===== src/rtl/sha256_pkg.sv =====
// sha256_pkg: SHA-256 initial hash value, engine state encoding and the
// round helper functions shared by the compression datapath.
package sha256_pkg;

   localparam logic [255:0] IV = {32'h6a09e667, 32'hbb67ae85, 32'h3c6ef372, 32'ha54ff53a,
                                  32'h510e527f, 32'h9b05688c, 32'h1f83d9ab, 32'h5be0cd19};

   typedef enum logic [1:0] {S_IDLE, S_ROUNDS, S_FINAL} state_t;

   function automatic logic [31:0] rotr(input logic [31:0] x, input int n);
      return (x >> n) | (x << (32 - n));
   endfunction

   function automatic logic [31:0] big_sigma0(input logic [31:0] x);
      return rotr(x, 2) ^ rotr(x, 13) ^ rotr(x, 22);
   endfunction

   function automatic logic [31:0] big_sigma1(input logic [31:0] x);
      return rotr(x, 6) ^ rotr(x, 11) ^ rotr(x, 25);
   endfunction

   function automatic logic [31:0] ch(input logic [31:0] x, input logic [31:0] y, input logic [31:0] z);
      return (x & y) ^ (~x & z);
   endfunction

   function automatic logic [31:0] maj(input logic [31:0] x, input logic [31:0] y, input logic [31:0] z);
      return (x & y) ^ (x & z) ^ (y & z);
   endfunction

endpackage


===== src/rtl/sha256_round_fn.sv =====
// sha256_round_fn: one combinational SHA-256 compression round over the
// packed working registers {a,b,c,d,e,f,g,h}, a in the top word.
module sha256_round_fn
   import sha256_pkg::*;
(
   input  logic [255:0] work_i,
   input  logic [31:0]  k_i,
   input  logic [31:0]  w_i,
   output logic [255:0] work_o
);

   logic [31:0] a, b, c, d, e, f, g, h, t1, t2;

   always_comb begin
      {a, b, c, d, e, f, g, h} = work_i;
      t1 = h + big_sigma1(e) + ch(e, f, g) + k_i + w_i;
      t2 = big_sigma0(a) + maj(a, b, c);
      work_o = {t1 + t2, a, b, c, d + t1, e, f, g};
   end

endmodule


===== src/rtl/sha256_round_engine.sv =====
// sha256_round_engine: 64-round SHA-256 compression FSM with stallable K/W
// feed and a running H accumulator for chained multi-block messages.
module sha256_round_engine
   import sha256_pkg::*;
#(
   parameter int ROUNDS = 64,
   localparam int RW = $clog2(ROUNDS)
) (
   input  logic          clock,
   input  logic          reset,
   input  logic          start,
   input  logic          first_block,
   input  logic [31:0]   k_value,
   input  logic [31:0]   w_value,
   input  logic          kw_valid,
   output logic [RW-1:0] round_index,
   output logic          busy,
   output logic          hash_done,
   output logic [255:0]  hash_out
);

   state_t        state_q;
   logic [RW-1:0] idx_q;
   logic          busy_q, done_q;
   logic [255:0]  h_q, work_q, work_d, hsum_d;
   logic          last;

   sha256_round_fn u_round (
      .work_i (work_q),
      .k_i    (k_value),
      .w_i    (w_value),
      .work_o (work_d)
   );

   always_comb begin
      for (int i = 0; i < 8; i++) hsum_d[32*i +: 32] = h_q[32*i +: 32] + work_q[32*i +: 32];
   end

   assign last = idx_q == RW'(ROUNDS - 1);

   always_ff @(posedge clock) begin
      if (reset) begin
         state_q <= S_IDLE;
         idx_q   <= '0;
         busy_q  <= 1'b0;
         done_q  <= 1'b0;
         h_q     <= IV;
         work_q  <= '0;
      end else begin
         done_q <= 1'b0;
         case (state_q)
            S_IDLE: if (start) begin
               work_q  <= first_block ? IV : h_q;
               h_q     <= first_block ? IV : h_q;
               idx_q   <= '0;
               busy_q  <= 1'b1;
               state_q <= S_ROUNDS;
            end
            S_ROUNDS: if (kw_valid) begin
               work_q  <= work_d;
               idx_q   <= last ? '0 : idx_q + 1'b1;
               state_q <= last ? S_FINAL : S_ROUNDS;
            end
            S_FINAL: begin
               h_q     <= hsum_d;
               done_q  <= 1'b1;
               busy_q  <= 1'b0;
               state_q <= S_IDLE;
            end
            default: state_q <= S_IDLE;
         endcase
      end
   end

   assign round_index = idx_q;
   assign busy        = busy_q;
   assign hash_done   = done_q;
   assign hash_out    = h_q;

endmodule


===== config.mk =====
export PLATFORM = sky130hd
export DESIGN_NAME = sha256_round_engine
export DESIGN_NICKNAME = d
export VERILOG_FILES = /design/src/rtl/sha256_pkg.sv /design/src/rtl/sha256_round_fn.sv /design/src/rtl/sha256_round_engine.sv
export SDC_FILE = /design/constraint.sdc
export NUM_CORES = 2
export LEC_CHECK = 0
export CAP_MARGIN = 25
export CORE_AREA = 2 2 292 294
export DETAILED_ROUTE_END_ITERATION = 6
export DIE_AREA = 0 0 294 296
export DONT_BUFFER_PORTS = 1
export MAX_ROUTING_LAYER = met4
export PLACE_DENSITY = 0.73
export SYNTH_ARGS = -nofsm -noshare
export SYNTH_HDL_FRONTEND = slang
export SYNTH_SLANG_ARGS = --single-unit

===== constraint.sdc =====
create_clock -name clock -period 9.6 [get_ports clock]
set_clock_uncertainty 0.2 [all_clocks]
set_input_delay 1.44 -clock clock [delete_from_list [all_inputs] [get_ports clock]]
set_output_delay 1.44 -clock clock [all_outputs]
set_load 0.02 [all_outputs]

# After elaboration in Yosys (flattened, before gate mapping)
# Index checks and enable logic that the tools add are counted.
# W data, S select, Z words.
op_classes:
  add_sub_neg: 16
  eq_ne: 5
  mux: 16
  bitwise_logic: 19
  n_reduce_logical: 6
op_table:
  columns: ["cell", "count"]
  rows:
  - ["$pmux W256 S2", 2]
  - ["$mux W256", 3]
  - ["$add A32 B32 Y32", 15]
  - ["$xor A32 B32 Y32", 7]
  - ["$and A32 B32 Y32", 5]
  - ["$not A32 Y32", 1]
  - ["$or A10 B32 Y32", 1]
  - ["$or A19 B32 Y32", 1]
  - ["$or A21 B32 Y32", 1]
  - ["$or A26 B32 Y32", 1]
  - ["$or A30 B32 Y32", 1]
  - ["$or A7 B32 Y32", 1]
  - ["$mux W6", 3]
  - ["$pmux W6 S2", 1]
  - ["$add A6 B1 Y6 const B", 1]
  - ["$eq A6 B6 Y1 const B", 1]
  - ["$mux W2", 3]
  - ["$ne A2 B2 Y1 const B", 2]
  - ["$pmux W2 S2", 1]
  - ["$reduce_and A2 Y1", 2]
  - ["$reduce_bool A2 Y1", 2]
  - ["$reduce_and A3 Y1", 1]
  - ["$eq A2 B1 Y1 const B", 1]
  - ["$eq A2 B2 Y1 const B", 1]
  - ["other kinds (3)", 4]
word_totals:
  ff_bits: 522
  input_bits: 69
  elab_cells: 68

# Longest topological paths before layout
depth:
  word_depth: 10
  ltp_mapped: 35
  ltp_nobuf: 34

# By module
# From an unflattened synthesis, not the netlist that was laid out.
hier_totals:
  hier_cells: 5509
  area_unflattened_um2: 43441.7
modules_own_cells:
  columns: ["module", "instances", "cells_per_inst", "area_per_inst_um2"]
  rows:
  - ["sha256_round_engine", 1, 4114, 32306.0]
  - ["sha256_round_fn", 1, 1395, 11135.7]

# Least setup slack after synthesis
# OpenSTA, ideal clock, no wires.
synth_timing:
  path_kind: "input -> register"
  startpoint: "input port k_value[3]"
  endpoint: "register work_q[255]"
  setup_time_ns: 0.092
  arrival_time_ns: 7.652
  path_slack_ns: 1.656
  stages: 33
  cell_sequence: "inv_1 -> fa_1 -> inv_1 -> fa_1 -> inv_1 -> fa_1 -> inv_1 -> ha_1 -> nor2b_1 -> o31a_1 -> o211ai_1 -> a21oi_1 -> nor3_1 -> nor2b_1 -> o21ai_0 -> nand2b_1 -> a21o_1 -> a21o_1 -> xnor2_1 -> fa_1 -> inv_1 -> ha_1 -> nand2_1 -> o21ai_0 -> or2_2 -> o22ai_1 -> a211o_1 -> a22oi_1 -> a21o_1 -> a21oi_1 -> xnor2_1 -> xnor2_1 -> o32ai_1"
synth_between:
  elab_chain_len: 5
synth_rtl:
  columns: ["item", "line_no", "source"]
  rows:
  - ["from (decl)", "sha256_round_engine.sv:13", "input logic [31:0] k_value,"]
  - ["$add A32 B32 Y32 (2 in a row)", "sha256_round_fn.sv:16", "t1 = h + big_sigma1(e) + ch(e, f, g) + k_i + w_i;"]
  - ["$add A32 B32 Y32", "sha256_round_fn.sv:18", "work_o = {t1 + t2, a, b, c, d + t1, e, f, g};"]
  - ["$mux W256", "sha256_round_engine.sv:59", "S_ROUNDS: if (kw_valid) begin"]
  - ["$pmux W256 S2", "sha256_round_engine.sv:51", "case (state_q)"]
  - ["to (signal assigned)", "sha256_round_engine.sv:53", "work_q <= first_block ? IV : h_q;"]
  - ["to (signal assigned)", "sha256_round_engine.sv:60", "work_q <= work_d;"]
  - ["to (decl)", "sha256_round_engine.sv:25", "logic [255:0] h_q, work_q, work_d, hsum_d;"]
# Every way passes these cells. The select of a mux whose other input is x is not followed.
# A chain may end at the register's enable or synchronous reset.

# Final worst setup path
layout_timing:
  startpoint: "input port k_value[1]"
  endpoint: "register work_q[255]"
# Same word-level chain as after synthesis.

==> impl_metrics.json <==
{
  "status": "complete, but fails checks",
  "violations": "DRC",
  "grt_pass1_vias": 36700,
  "insertion_delay_ns": 0.68,
  "finalMaxSlewViolations": 0,
  "fin_tns_setup_ns": 0,
  "ys_ff_latch": 522,
  "drt-initial-drc-count": 4831,
  "cts_repair_resize_count": 0,
  "design.portCount": 333,
  "die_h_um": 296,
  "nNetsFinal": 5645,
  "crit_arrival_ns": 8.51,
  "ant_nets": 0,
  "clock.fmax_mhz": 123,
  "synth_top_area_share_pct": 25.0,
  "setup_slack_ns": 1.45,
  "gp_congestion": 1.00,
  "rsz0062_at_grt": "false",
  "postCtsHoldBufs": 0,
  "cts.sink_count": 522,
  "dp_hpwl_um": 120000,
  "multi_input_area_mm2": 0.0287,
  "grt_use_total_pct": 37.9,
  "yosys_warnings": 0,
  "root_buffer": "clkbuf_16",
  "ys.flop_type": "dfxtp_1",
  "hold_path_class": "reg2reg",
  "vias": 40400,
  "stdcell_count": 6244,
  "synth.net_count": 5855,
  "synth_area_mm2": 0.0417,
  "critPathSlowestCell": "fa_1",
  "tightest_slew_ns": 1.25,
  "max_cap_viol_count": 0,
  "clkTransAtPathRegs_ns": 0.06,
  "period_minus_slack_ns": 8.15,
  "die_area_mm2": 0.0870,
  "seqCellArea_mm2": 0.0105,
  "syn_to_final_growth_pct": 6.71,
  "route.detailed.drc": 2,
  "fillerInstances": 7943,
  "slowest_delay_ns": 0.55,
  "drive_gt1_share_pct": 3.92,
  "grt_pass1_wl_um": 241000,
  "coreArea_mm2": 0.0842,
  "wl_per_cell_um": 26.6,
  "cts_tree": "yes",
  "post-synth-top-area-cell": "dfxtp_1",
  "async_flop_share_pct": 0,
  "max_slew_margin_pct": 16.7,
  "ys_seq_area_share_pct": 25.0,
  "die_x_um": 294,
  "worstSetupPathType": "in2reg",
  "path_max_fanout": 4,
  "netlist_top_cells_area": "dfxtp_1, ha_1, fa_1, a21oi_1, xnor2_1",
  "finalSetupViolCount": 0,
  "hold_slack_ns": 0.254,
  "drt_first_pass_iters": 7,
  "via_per_inst": 6.47,
  "cpMostUsedCell": "fa_1",
  "gr-total-overflow": 0,
  "synth.distinct_cells": 76,
  "layout_commonest_cell": "nor2_1",
  "hold_viol_final": 0,
  "grt_max_degree": 441,
  "routed_wirelength_um": 166000,
  "synth_edf_count": 0,
  "portBuffers": 0,
  "cp-start-kind": "primary input",
  "htree_levels": 2,
  "layout_common_cells": "nor2_1, dfxtp_1, a21oi_1",
  "cts_setup_buffers": 0,
  "avgSynthCellArea_um2": 7.86,
  "cts_buffer_depth": 3,
  "dp.cells": 6128,
  "endpoint_kind": "register",
  "dp_slack_ns": 0.886,
  "rows": 107,
  "initial_utilization_pct": 49.6,
  "numCtsBuffers": 61,
  "antenna_found_initial": 5,
  "crit_required_ns": 9.96,
  "post-route-period-util_pct": 84.9,
  "syn_inst": 5311
}
[metrics by stage]
stage                     utilization, %  area, µm²
after detailed placement            50.3      42400
after global placement              50.3      42400
after floorplan                        -      41700
final                               52.9      44500
after global routing                52.9      44500
after CTS                           52.9      44500
[layer usage]
metal | routed length [µm] | GRT usage, %
met4 | 9730 | 18.9
met5 | 0 | -
met3 | 19100 | 8.30
met2 | 70600 | 55.3
met1 | 66700 | 49.4
[synthesized netlist by cell type, types with 154 or more instances]
master    count
a211oi_1    154
a21o_1      184
a21oi_1     490
clkbuf_1    302
dfxtp_1     522
ha_1        342
inv_1       386
nand2_1     228
nor2_1      547
nor3_1      323
o21ai_0     237
xnor2_1     263
xor2_1      172
[layout make-up]
cell class	count	share of cell area (%)
multi-input cells	4083	64.5
well taps	1090	3.06
inverters	387	3.26
clock inverters	28	0.902
clock buffers	83	3.93
diodes	5	0.0281
repair buffers	46	0.860
flip-flops and latches	522	23.5
[sequential cells by signal (all words and copies together), names as in the netlist]
register     flops
busy             1
hash_done        1
hash_out       256
round_index      6
state_q          2
work_q         256
[kinds of logic after synthesis]
family	after synthesis	synth area share (%)
simple gates	1568	17.8
compound gates	1562	24.0
buf+inv	706	6.35
flops	522	25.0
fa+ha+maj	478	16.7
xor+xnor	435	9.13
mux	40	0.980
[worst max-delay path: cells and delay by family]
kind,cells,cell delay (ns)
AOI/OAI and AO/OA,13,2.64
xor gates and xnor gates,3,0.44
adders and majority gates,7,2.81
buffers and inverters,4,0.21
and+or+nand+nor,6,0.95
[path summary, 6_finish.rpt]
check / from / to / slack [ns] / cells after the start
setup / recovery: k_value[1] / work_q[255] / 1.45 / 33
hold / removal: work_q[114] / work_q[114] / 0.25 / 2
setup reg to reg: work_q[1] / work_q[255] / 1.54 / 33
hold reg to reg: work_q[114] / work_q[114] / 0.25 / 2
Power is not shown: default switching activity piles up to over one toggle a cycle in this logic, so the estimate is an artifact.
